`src/rtl/seq_pkg.sv`:
```
// Shared types and pattern constants for the thermometer sequencer (sequenciador_vetor).
package seq_pkg;

  typedef enum logic [1:0] {
    IDLE = 2'd0,
    FILL = 2'd1,
    HOLD = 2'd2
  } state_t;

  localparam int E_WIDTH = 4;

  localparam logic [E_WIDTH-1:0] E_0000 = 4'b0000;
  localparam logic [E_WIDTH-1:0] E_1000 = 4'b1000;
  localparam logic [E_WIDTH-1:0] E_1100 = 4'b1100;
  localparam logic [E_WIDTH-1:0] E_1110 = 4'b1110;

endpackage

```
`src/rtl/divisor_tick.sv`:
```
// Prescaler: counts 0..DIV-1 while enabled and emits a one-cycle tick on the terminal count.
module divisor_tick #(
  parameter int DIV = 4
) (
  input  logic clk,
  input  logic rst,
  input  logic clr,
  input  logic en,
  output logic tick
);

  localparam int CW = $clog2(DIV);

  logic [CW-1:0] count;

  assign tick = en && (count == CW'(DIV - 1));

  // NOTE: sequential state is updated with <= only, so every flop samples pre-edge values.
  always_ff @(posedge clk) begin
    if (rst || clr) begin
      count <= '0;
    end else if (tick) begin
      count <= '0;
    end else if (en) begin
      count <= count + 1'b1;
    end
  end

endmodule

```
`src/rtl/sequenciador_vetor.sv`:
```
// Timed thermometer sequencer driving the 4-bit E bus of the display decoder.
// Optional macro SEQ_LOOP_EN: completed sequences restart in FILL instead of returning to IDLE.
module sequenciador_vetor
  import seq_pkg::*;
#(
  parameter int TICK_DIV   = 50000000,
  parameter int STEPS      = 3,
  parameter int HOLD_TICKS = 2
) (
  input  logic               CLOCK_50,
  input  logic               RESET,
  input  logic               start,
  input  logic               pause,
  output logic [E_WIDTH-1:0] E,
  output logic               busy,
  output logic               done
);

  localparam int HW = (HOLD_TICKS > 1) ? $clog2(HOLD_TICKS) : 1;

  state_t             state_q, state_d;
  logic [E_WIDTH-1:0] e_q, e_d, fill_next;
  logic [HW-1:0]      hold_q, hold_d;
  logic               done_q, done_d;
  logic               tick, presc_en, presc_clr;

  assign presc_en  = (state_q != IDLE) && !pause;
  assign presc_clr = (state_q == IDLE) && start;

  divisor_tick #(.DIV(TICK_DIV)) u_divisor_tick (
    .clk  (CLOCK_50),
    .rst  (RESET),
    .clr  (presc_clr),
    .en   (presc_en),
    .tick (tick)
  );

  assign fill_next = {1'b1, e_q[E_WIDTH-1:1]};

  // NOTE: every output of this block gets a default first, so no path can infer a latch.
  always_comb begin
    state_d = state_q;
    e_d     = e_q;
    hold_d  = hold_q;
    done_d  = 1'b0;
    unique case (state_q)
      IDLE: begin
        e_d = E_0000;
        if (start) state_d = FILL;
      end
      FILL: begin
        if (tick) begin
          e_d = fill_next;
          // Thermometer fill: bit E_WIDTH-STEPS set means STEPS ones are present.
          if (fill_next[E_WIDTH-STEPS]) begin
            state_d = HOLD;
            hold_d  = '0;
          end
        end
      end
      HOLD: begin
        if (tick) begin
          if (hold_q == HW'(HOLD_TICKS - 1)) begin
            e_d    = E_0000;
            done_d = 1'b1;
            hold_d = '0;
`ifdef SEQ_LOOP_EN
            state_d = FILL;
`else
            state_d = IDLE;
`endif
          end else begin
            hold_d = hold_q + 1'b1;
          end
        end
      end
      default: begin
        state_d = IDLE;
        e_d     = E_0000;
      end
    endcase
  end

  always_ff @(posedge CLOCK_50) begin
    if (RESET) begin
      state_q <= IDLE;
      e_q     <= E_0000;
      hold_q  <= '0;
      done_q  <= 1'b0;
    end else begin
      state_q <= state_d;
      e_q     <= e_d;
      hold_q  <= hold_d;
      done_q  <= done_d;
    end
  end

  assign E    = e_q;
  assign busy = (state_q != IDLE);
  assign done = done_q;

endmodule
```
`config.mk`:
```
export PLATFORM = sky130hd
export DESIGN_NAME = sequenciador_vetor
export DESIGN_NICKNAME = d
export VERILOG_FILES = /design/src/rtl/seq_pkg.sv /design/src/rtl/divisor_tick.sv /design/src/rtl/sequenciador_vetor.sv
export SDC_FILE = /design/constraint.sdc
export NUM_CORES = 1
export LEC_CHECK = 0
export ABC_CLOCK_PERIOD_IN_PS = 2200
export CORE_ASPECT_RATIO = 0.9
export CORE_UTILIZATION = 58
export CTS_CLUSTER_DIAMETER = 60
export CTS_CLUSTER_SIZE = 12
export DETAILED_ROUTE_END_ITERATION = 10
export PLACE_DENSITY = 0.77
export SETUP_SLACK_MARGIN = 0.5
export SYNTH_ARGS = -nofsm -noshare
export SYNTH_HDL_FRONTEND = slang
export SYNTH_SLANG_ARGS = --single-unit
export TNS_END_PERCENT = 50
```
`constraint.sdc`:
```
create_clock -name CLOCK_50 -period 2.2 [get_ports CLOCK_50]
set_clock_uncertainty 0.15 [all_clocks]
set_input_delay 0.44 -clock CLOCK_50 [delete_from_list [all_inputs] [get_ports CLOCK_50]]
set_output_delay 0.44 -clock CLOCK_50 [all_outputs]
set_load 0.03 [all_outputs]
```
==> flow_summary.yaml, run 1 <==
status:
  status: "completed"
min_path:
  min_from: "state_q[1]$_SDFFE_PP0P_"
  whs_path_depth: 1
  min_path_type: "flip-flop to flip-flop"
  whs_endpoint: "state_q[0]$_SDFFE_PP0P_"
place:
  dp_cells: 246
  port_buffers: 9
  dpl.hpwl_um: 2380
  gp_congestion: 0.836
timing:
  tns_ps: 0
  slew_headroom_pct: 77.3
  fin_crit_sh_pct: 90.6
  tightest_slew_ps: 337
  slew_viol_final: 0
  fin_crit_ps: 1990
  max_freq_mhz: 502
  fin_hold_ws_ps: 322
  rsz0062_at_grt: "yes"
  setup_viol: 0
  finalHoldViolCount: 0
cts:
  clock-sinks: 34
  cts_hold_buffers: 0
  cts-root-buf: "clkbuf_4"
  cts_buffers: 5
  max-clock-path-buffers: 2
  cts_tree: "yes"
  ctsHtreeMaxLevel: 2
  clk_pin_slew_ps: 110
  clk_latency_ps: 350
critical_path:
  rr_worst_depth: 6
  r2r_start: "u_divisor_tick.count[21]$_SDFFE_PP0P_"
  rr_endpoint: "E[2]$_SDFFE_PP0P_"
  crit_arrival_ps: 2130
  worstPathRequired_ps: 2340
  path_class: "flip-flop to flip-flop"
  crit_path_max_fanout: 7
  reg2reg_slack_ps: 210
  start_kind: "flip-flop"
  cp-end-kind: "flip-flop"
detailed_routing:
  drt_pass1_iterations: 4
  first_iter_violations: 69
  vias: 1521
  routed_via_density: 5.63
  ant_nets: 0
  wirelength_um: 4040
  wl_per_cell_um: 15.0
  drc: 0
synth:
  synthDistinctLibCells: 43
  synth_area_leaders: "dfxtp_1, nor2_1, xnor2_1, xor2_1, nand4_1"
  synth_area_per_cell_um2: 8.86
  synth.yosys.seq_area_share_pct: 40.4
  ys_warn_count: 0
  synth_area_um2: 1680
  synthArstFlopShare_pct: 0
  ys_ff_latch: 34
  synth_top_area_share_pct: 40.4
  synth_edf_count: 0
  syn-instance-count: 190
  synth_nets: 195
  synth_flop_cell: "dfxtp_1"
  yosysTopAreaCell: "dfxtp_1"
die:
  io-pin-count: 10
  die_w_um: 58.8
  initial_core_util_pct: 61.2
  dieArea_um2: 3120
  die_h_um: 53.1
  coreArea_um2: 2750
  rows: 18
power:
  power_density_nw_per_um2: 468
  totalPowerFinal_mw: 1.06
  static-leakage-power_nw: 0.851
  max-vdd-ir-drop_mv: 0.413
cells_and_area:
  fill_cells: 181
  drive_above_1_share_pct: 38.3
  fin_nets: 234
  antenna_cells: 0
  utilization_pct: 82.2
  finalNonFillerCells: 270
  area_delta_synth_final_pct: 34.3
global_routing:
  grt_pass1_vias: 1423
  grt_max_degree: 11
  globalRouteOverflowTotal: 0
  antenna_found_initial: 0
  track_usage_pct: 27.1
  grt_pass1_wl_um: 6190
run:
  drv_cap: 0
cells in the mapped netlist, types with 2 or more instances:
| cell type | number |
|---|---|
| o21ai_0 | 2 |
| a31oi_1 | 2 |
| and3_1 | 2 |
| buf_6 | 3 |
| nand4_1 | 11 |
| nor2_1 | 36 |
| nand3_1 | 5 |
| nor3_1 | 6 |
| or4_4 | 2 |
| nor4_1 | 8 |
| xnor2_1 | 15 |
| or2_2 | 2 |
| nand2b_1 | 2 |
| nand2_1 | 14 |
| a21o_2 | 2 |
| and3_2 | 2 |
| dfxtp_1 | 34 |
| inv_1 | 5 |
| a21oi_1 | 4 |
| a32o_1 | 2 |
| xor2_1 | 9 |
state kept, by name, indices dropped and copies added (netlist names):
name / count
E: 4
done: 1
hold_q: 1
state_q: 2
u_divisor_tick.count: 26
power by group:
part           internal [mW]  switching (mW)  total [mW]
registers              0.607         0.00252       0.610
clock network          0.155           0.216       0.371
logic                 0.0391          0.0366      0.0758
total                  0.801           0.256        1.06
repair_timing:
action                     CTS  global route
setup endpoints to repair   38            36
buffers inserted             6             9
resized for setup           47            24
cloned                       1             0
pin swaps                    9             7
per-layer routing:
metal	track usage (%)	vias up	wire length, µm
li1	-	744	-
met1	33.4	736	1780
met2	44.5	31	2020
met3	5.62	10	157
met4	14.3	0	75
met5	0	-	0
metrics by stage:
| step | cell area, µm² | worst slack [ps] |
|---|---|---|
| after detailed placement | 1890 | -144 |
| after global routing | 2260 | 116 |
| after floorplan | 1690 | 208 |
| final | 2260 | 207 |
| after CTS | 2150 | 218 |
| after global placement | 1890 | -71.3 |
cell usage in the layout (no fill, tap or decap), drive strengths merged, types with 7 or more instances in the layout:
| cell type | n |
|---|---|
| nor2 | 36 |
| dfxtp | 34 |
| buf | 33 |
| xnor2 | 15 |
| nand2 | 14 |
| nand4 | 13 |
| xor2 | 9 |
| nor4 | 9 |
| clkbuf | 7 |
cells by family (layout without fill, tap and decap cells):
kind of cell	Yosys count	count (layout)	synth area share [%]
simple gates	98	98	32.1
flops	34	34	40.4
xor+xnor	24	24	12.5
compound gates	18	18	8.10
buf+inv	14	54	5.43
fa+ha+maj	1	1	0.743
mux	1	1	0.669
cell type report:
type                    count  area (µm²)  share of cell area [%]
multi-input cells         142        1010                    44.7
inverters                   5        18.8                   0.831
clock inverters             1        5.00                   0.221
well taps                  40        50.0                    2.21
flip-flops and latches     34         726                    32.1
repair buffers             41         394                    17.4
clock buffers               7        55.1                    2.44
worst max-delay path by stage:
stage	slack, ps	cells past startpoint	end	start
2_1_floorplan	210	7	hold_q$_SDFFE_PP0P_	pause
3_3_place_gp	-70	7	E[2]$_SDFFE_PP0P_	pause
3_5_place_dp	-140	7	E[2]$_SDFFE_PP0P_	pause
4_1_cts	220	2	busy	state_q[1]$_SDFFE_PP0P_
5_1_grt	120	7	u_divisor_tick.count[13]$_SDFFE_PP0P_	u_divisor_tick.count[21]$_SDFFE_PP0P_
6_report	210	6	E[2]$_SDFFE_PP0P_	u_divisor_tick.count[21]$_SDFFE_PP0P_
critical path, stage by stage (launching register included):
cell and delay (ps):
dfxtp_2 370, nand2_1 60, or4_4 490, nor4_4 300, buf_6 180, mux2_4 310
nor2_2 80
No activity file was read; power rests on OpenSTA's default activity.
==> run 2, diff against run 1 <==
--- a/config.mk
+++ b/config.mk
@@ -11,6 +11,7 @@
 export CTS_CLUSTER_DIAMETER = 60
 export CTS_CLUSTER_SIZE = 12
 export DETAILED_ROUTE_END_ITERATION = 10
+export MAX_ROUTING_LAYER = met4
 export PLACE_DENSITY = 0.77
 export SETUP_SLACK_MARGIN = 0.5
 export SYNTH_ARGS = -nofsm -noshare
==> flow_summary.yaml, run 2 (synthesized netlist as in run 1, its figures left out) <==
status:
  status: "completed"
place:
  dp_cells: 246
  gp_congestion: 0.849
  placed_cell_area_um2: 1890
  dpl.hpwl_um: 2380
  pre_cts_slack_ps: -144
  port_buffers: 9
die:
  die_w_um: 58.8
  die_h_um: 53.1
  coreArea_um2: 2750
  dieArea_um2: 3120
  rows: 18
  initial_core_util_pct: 61.2
  io-pin-count: 10
cells_and_area:
  fill_cells: 181
  multi_input_area_um2: 1010
  finalInstanceArea_um2: 2260
  finalNonFillerCells: 270
  fin_nets: 234
  largest_reg_flops: 26
  final_cell_mix: "nor2_1, buf_4, dfxtp_1"
  regArea_um2: 726
  utilization_pct: 82.2
  antenna_cells: 0
  top_register: "u_divisor_tick.count"
  drive_above_1_share_pct: 38.3
  area_delta_synth_final_pct: 34.3
  final_common_cell: "nor2_1"
timing:
  tightest_slew_ps: 339
  fin_crit_ps: 1990
  tns_ps: 0
  rsz0062_at_grt: "yes"
  fin_hold_ws_ps: 321
  worst_slack_ps: 214
  fin_crit_sh_pct: 90.3
  finalHoldViolCount: 0
  setup_viol: 0
  max_freq_mhz: 503
  slew_viol_final: 0
  slew_headroom_pct: 77.2
cts:
  clk_pin_slew_ps: 110
  clk_latency_ps: 350
  clock-sinks: 34
  cts-root-buf: "clkbuf_4"
  cts_hold_buffers: 0
  max-clock-path-buffers: 2
  cts_buffers: 5
  ctsHtreeMaxLevel: 2
  cts_tree: "yes"
power:
  totalPowerFinal_mw: 1.06
  seqPwrFrac_pct: 57.8
  power_switching_uw: 254
  static-leakage-power_nw: 0.851
  max-vdd-ir-drop_mv: 0.413
  combPwrFrac_pct: 7.2
  clockPowerShare_pct: 35.0
  p_int_uw: 801
  swShare_pct: 24.1
  power_density_nw_per_um2: 467
detailed_routing:
  first_iter_violations: 70
  drt_pass1_iterations: 4
  routed_via_density: 5.67
  ant_nets: 0
  vias: 1531
  drc: 0
  wl_per_cell_um: 14.9
  wirelength_um: 4020
critical_path:
  r2r_start: "u_divisor_tick.count[21]$_SDFFE_PP0P_"
  max_stage_delay_ps: 490
  rr_endpoint: "E[2]$_SDFFE_PP0P_"
  crit_path_top_delay_cell: "or4_4"
  reg2reg_slack_ps: 210
  cp_cell_sequence: "nand2_1 > or4_4 > nor4_4 > buf_6 > mux2_4 > nor2_2"
  rr_worst_depth: 6
  crit_path_max_fanout: 7
  path_class: "flip-flop to flip-flop"
  cp-end-kind: "flip-flop"
  critical_path.top_delay_family: "simple AND/OR/NAND/NOR gates"
  worst-path-buf-inv: 1
  crit_arrival_ps: 2130
  start_kind: "flip-flop"
  worstPathRequired_ps: 2340
global_routing:
  grt_max_degree: 11
  track_usage_pct: 27.8
  antenna_found_initial: 0
  grt_pass1_vias: 1428
  grt_pass1_wl_um: 6190
  globalRouteOverflowTotal: 0
min_path:
  min_path_type: "flip-flop to flip-flop"
  whs_endpoint: "state_q[0]$_SDFFE_PP0P_"
  whs_path_depth: 1
  min_from: "state_q[1]$_SDFFE_PP0P_"
run:
  drv_cap: 0
-- run 2: final cells by class --
cell class | instances | share of cell area, %
multi-input cells | 142 | 44.7
flip-flops and latches | 34 | 32.1
repair buffers | 41 | 17.4
clock buffers | 7 | 2.44
well taps | 40 | 2.21
inverters | 5 | 0.831
clock inverters | 1 | 0.221
-- run 2: per-layer routing --
metal | track usage (%) | up-vias | routed length (µm)
met1 | 33.2 | 738 | 1750
met3 | 5.62 | 10 | 178
met5 | - | - | 0
met2 | 44.7 | 40 | 2010
li1 | - | 743 | -
met4 | 14.3 | 0 | 75
-- run 2: worst max path at each step --
stage	slack (ps)	end	startpoint	cells after the start
after floorplan	210	hold_q$_SDFFE_PP0P_	pause	7
after global placement	-70	E[2]$_SDFFE_PP0P_	pause	7
after detailed placement	-140	E[2]$_SDFFE_PP0P_	pause	7
after CTS	220	busy	state_q[1]$_SDFFE_PP0P_	2
after global routing	120	u_divisor_tick.count[13]$_SDFFE_PP0P_	u_divisor_tick.count[21]$_SDFFE_PP0P_	7
final	210	E[2]$_SDFFE_PP0P_	u_divisor_tick.count[21]$_SDFFE_PP0P_	6
-- run 2: power groups by stage --
stage               clock network [mW]  logic, mW  registers (mW)
floorplan                            0     0.0422           0.633
global placement                     0     0.0559           0.635
detailed placement                   0     0.0566           0.635
CTS                              0.375     0.0683           0.614
global route                     0.404     0.0800           0.610
finish                           0.370     0.0758           0.610
-- run 2: repair_timing --
| item | in CTS | in global routing |
|---|---|---|
| resized for setup | 47 | 24 |
| gates cloned | 1 | 0 |
| buffers inserted | 6 | 9 |
| pin swaps | 9 | 7 |
| endpoints found under the setup margin | 38 | 36 |
==> run 3, diff against run 2 <==
--- a/config.mk
+++ b/config.mk
@@ -7,13 +7,14 @@
 export LEC_CHECK = 0
 export ABC_CLOCK_PERIOD_IN_PS = 2200
 export CORE_ASPECT_RATIO = 0.9
-export CORE_UTILIZATION = 58
+export CORE_UTILIZATION = 45
 export CTS_CLUSTER_DIAMETER = 60
 export CTS_CLUSTER_SIZE = 12
 export DETAILED_ROUTE_END_ITERATION = 10
 export MAX_ROUTING_LAYER = met4
-export PLACE_DENSITY = 0.77
+export PLACE_DENSITY = 0.62
 export SETUP_SLACK_MARGIN = 0.5
+export SKIP_CTS_REPAIR_TIMING = 1
 export SYNTH_ARGS = -nofsm -noshare
 export SYNTH_HDL_FRONTEND = slang
 export SYNTH_SLANG_ARGS = --single-unit
==> flow_summary.yaml, run 3 (synthesized netlist as in run 1, its figures left out) <==
power:
  swShare_pct: 22.5
  p_int_uw: 854
  power_switching_uw: 248
  max-vdd-ir-drop_mv: 0.364
  clockPowerShare_pct: 39.2
  combPwrFrac_pct: 4.7
  power_density_nw_per_um2: 512
  seqPwrFrac_pct: 56.1
  static-leakage-power_nw: 0.822
critical_path:
  rr_endpoint: "E[2]$_SDFFE_PP0P_"
  startpoint: "u_divisor_tick.count[19]$_SDFFE_PP0P_"
  worst-path-buf-inv: 1
  max_stage_delay_ps: 440
  crit_path_max_fanout: 7
  path_class: "flip-flop to flip-flop"
  cp.depth: 6
  reg2reg_slack_ps: 180
  endpoint: "E[2]$_SDFFE_PP0P_"
  rr_worst_depth: 6
  start_kind: "flip-flop"
  crit_path_top_delay_cell: "or4_4"
  r2r_start: "u_divisor_tick.count[19]$_SDFFE_PP0P_"
  crit_arrival_ps: 2090
  cp-end-kind: "flip-flop"
  worstPathRequired_ps: 2270
  critical_path.top_delay_family: "simple AND/OR/NAND/NOR gates"
  cp_cell_sequence: "nand4_1 > or4_4 > nor4_4 > buf_4 > mux2_4 > nor2_4"
cts:
  clock-sinks: 34
  cts_buffers: 5
  ctsHtreeMaxLevel: 2
  clk_latency_ps: 290
  clk_pin_slew_ps: 60
  max-clock-path-buffers: 2
  cts-root-buf: "clkbuf_8"
  cts_tree: "yes"
timing:
  max_freq_mhz: 496
  tightest_slew_ps: 343
  fin_crit_sh_pct: 91.6
  finalHoldViolCount: 0
  slew_viol_final: 0
  fin_crit_ps: 2020
  rsz0062_at_grt: "yes"
  slew_headroom_pct: 77.0
  setup_viol: 0
detailed_routing:
  ant_nets: 0
  drc: 0
  routed_via_density: 5.39
  wl_per_cell_um: 14.0
  wirelength_um: 3690
  vias: 1424
  first_iter_violations: 85
  drt_pass1_iterations: 4
cells_and_area:
  final_cell_mix: "nor2_1, buf_4, dfxtp_1"
  largest_reg_flops: 26
  antenna_cells: 0
  final_common_cell: "nor2_1"
  utilization_pct: 61.9
  finalInstanceArea_um2: 2150
  fin_nets: 225
  area_delta_synth_final_pct: 27.9
  top_register: "u_divisor_tick.count"
  finalNonFillerCells: 264
  drive_above_1_share_pct: 32.3
die:
  initial_core_util_pct: 48.4
  die_h_um: 60.0
  dieArea_um2: 3990
  io-pin-count: 10
  die_w_um: 66.5
  rows: 20
  coreArea_um2: 3480
status:
  status: "completed"
global_routing:
  track_usage_pct: 21.1
  grt_pass1_vias: 1304
  grt_max_degree: 25
  antenna_found_initial: 0
  globalRouteOverflowTotal: 0
  grt_pass1_wl_um: 6020
place:
  dp_cells: 246
  gp_congestion: 0.862
  placed_cell_area_um2: 1860
  dpl.hpwl_um: 2460
  port_buffers: 9
min_path:
  min_path_type: "flip-flop to flip-flop"
run:
  drv_cap: 0
-- run 3: changes by cell type in the layout (fill, tap and decap cells not counted), sizes merged --
cell,before,now
clkdlybuf4s50,2,6
clkdlybuf4s15,3,0
dlymetal6s2s,0,3
dlygate4sd2,3,0
clkinv,1,0
buf,33,23
-- run 3: power by group through the flow --
stage	sequential, mW	combinational [mW]	clock [mW]
6_report	0.618	0.0516	0.432
5_1_grt	0.618	0.0560	0.474
4_1_cts	0.622	0.0510	0.441
3_5_place_dp	0.636	0.0509	0
3_3_place_gp	0.636	0.0494	0
2_1_floorplan	0.633	0.0422	0
-- run 3: area by class of cell --
cell class,instances,area (µm²)
multi-input cells,142,1000
fillers,299,1330
inverters,5,18.8
repair buffers,32,287
well taps,44,55.1
clock buffers,7,76.3
flip-flops and latches,34,712
-- run 3: layer usage --
metal / global-route usage (%) / share of wire [%] / vias up / routed length, µm
met1: 28.0 / 50 / 668 / 1840
li1: - / - / 721 / -
met5: - / 0 / - / 0
met4: 10.0 / 2.0 / 0 / 72
met3: 4.58 / 3.9 / 7 / 143
met2: 30.5 / 44 / 28 / 1630
-- run 3: worst min-delay path by stage --
| stage | start | end | slack, ps | cells past startpoint |
|---|---|---|---|---|
| after floorplan | u_divisor_tick.count[1]$_SDFFE_PP0P_ | u_divisor_tick.count[1]$_SDFFE_PP0P_ | 330 | 2 |
| after detailed placement | E[0]$_SDFFE_PP0P_ | E[0]$_SDFFE_PP0P_ | 310 | 1 |
| after global placement | E[0]$_SDFFE_PP0P_ | E[0]$_SDFFE_PP0P_ | 310 | 1 |
| after global routing | E[0]$_SDFFE_PP0P_ | E[0]$_SDFFE_PP0P_ | 380 | 1 |
| after CTS | E[0]$_SDFFE_PP0P_ | E[0]$_SDFFE_PP0P_ | 330 | 1 |
| final | E[0]$_SDFFE_PP0P_ | E[0]$_SDFFE_PP0P_ | 330 | 1 |
-- run 3: through the flow --
step           setup TNS, ps  hold WS [ps]  setup WS (ps)  total power, mW
5_1_grt                    0           378            126             1.15
6_report                   0           325            184             1.10
2_1_floorplan              0           333            208            0.675
3_3_place_gp            -238           305          -77.9            0.685
4_1_cts                    0           327          0.244             1.11
3_5_place_dp            -588           312           -123            0.687
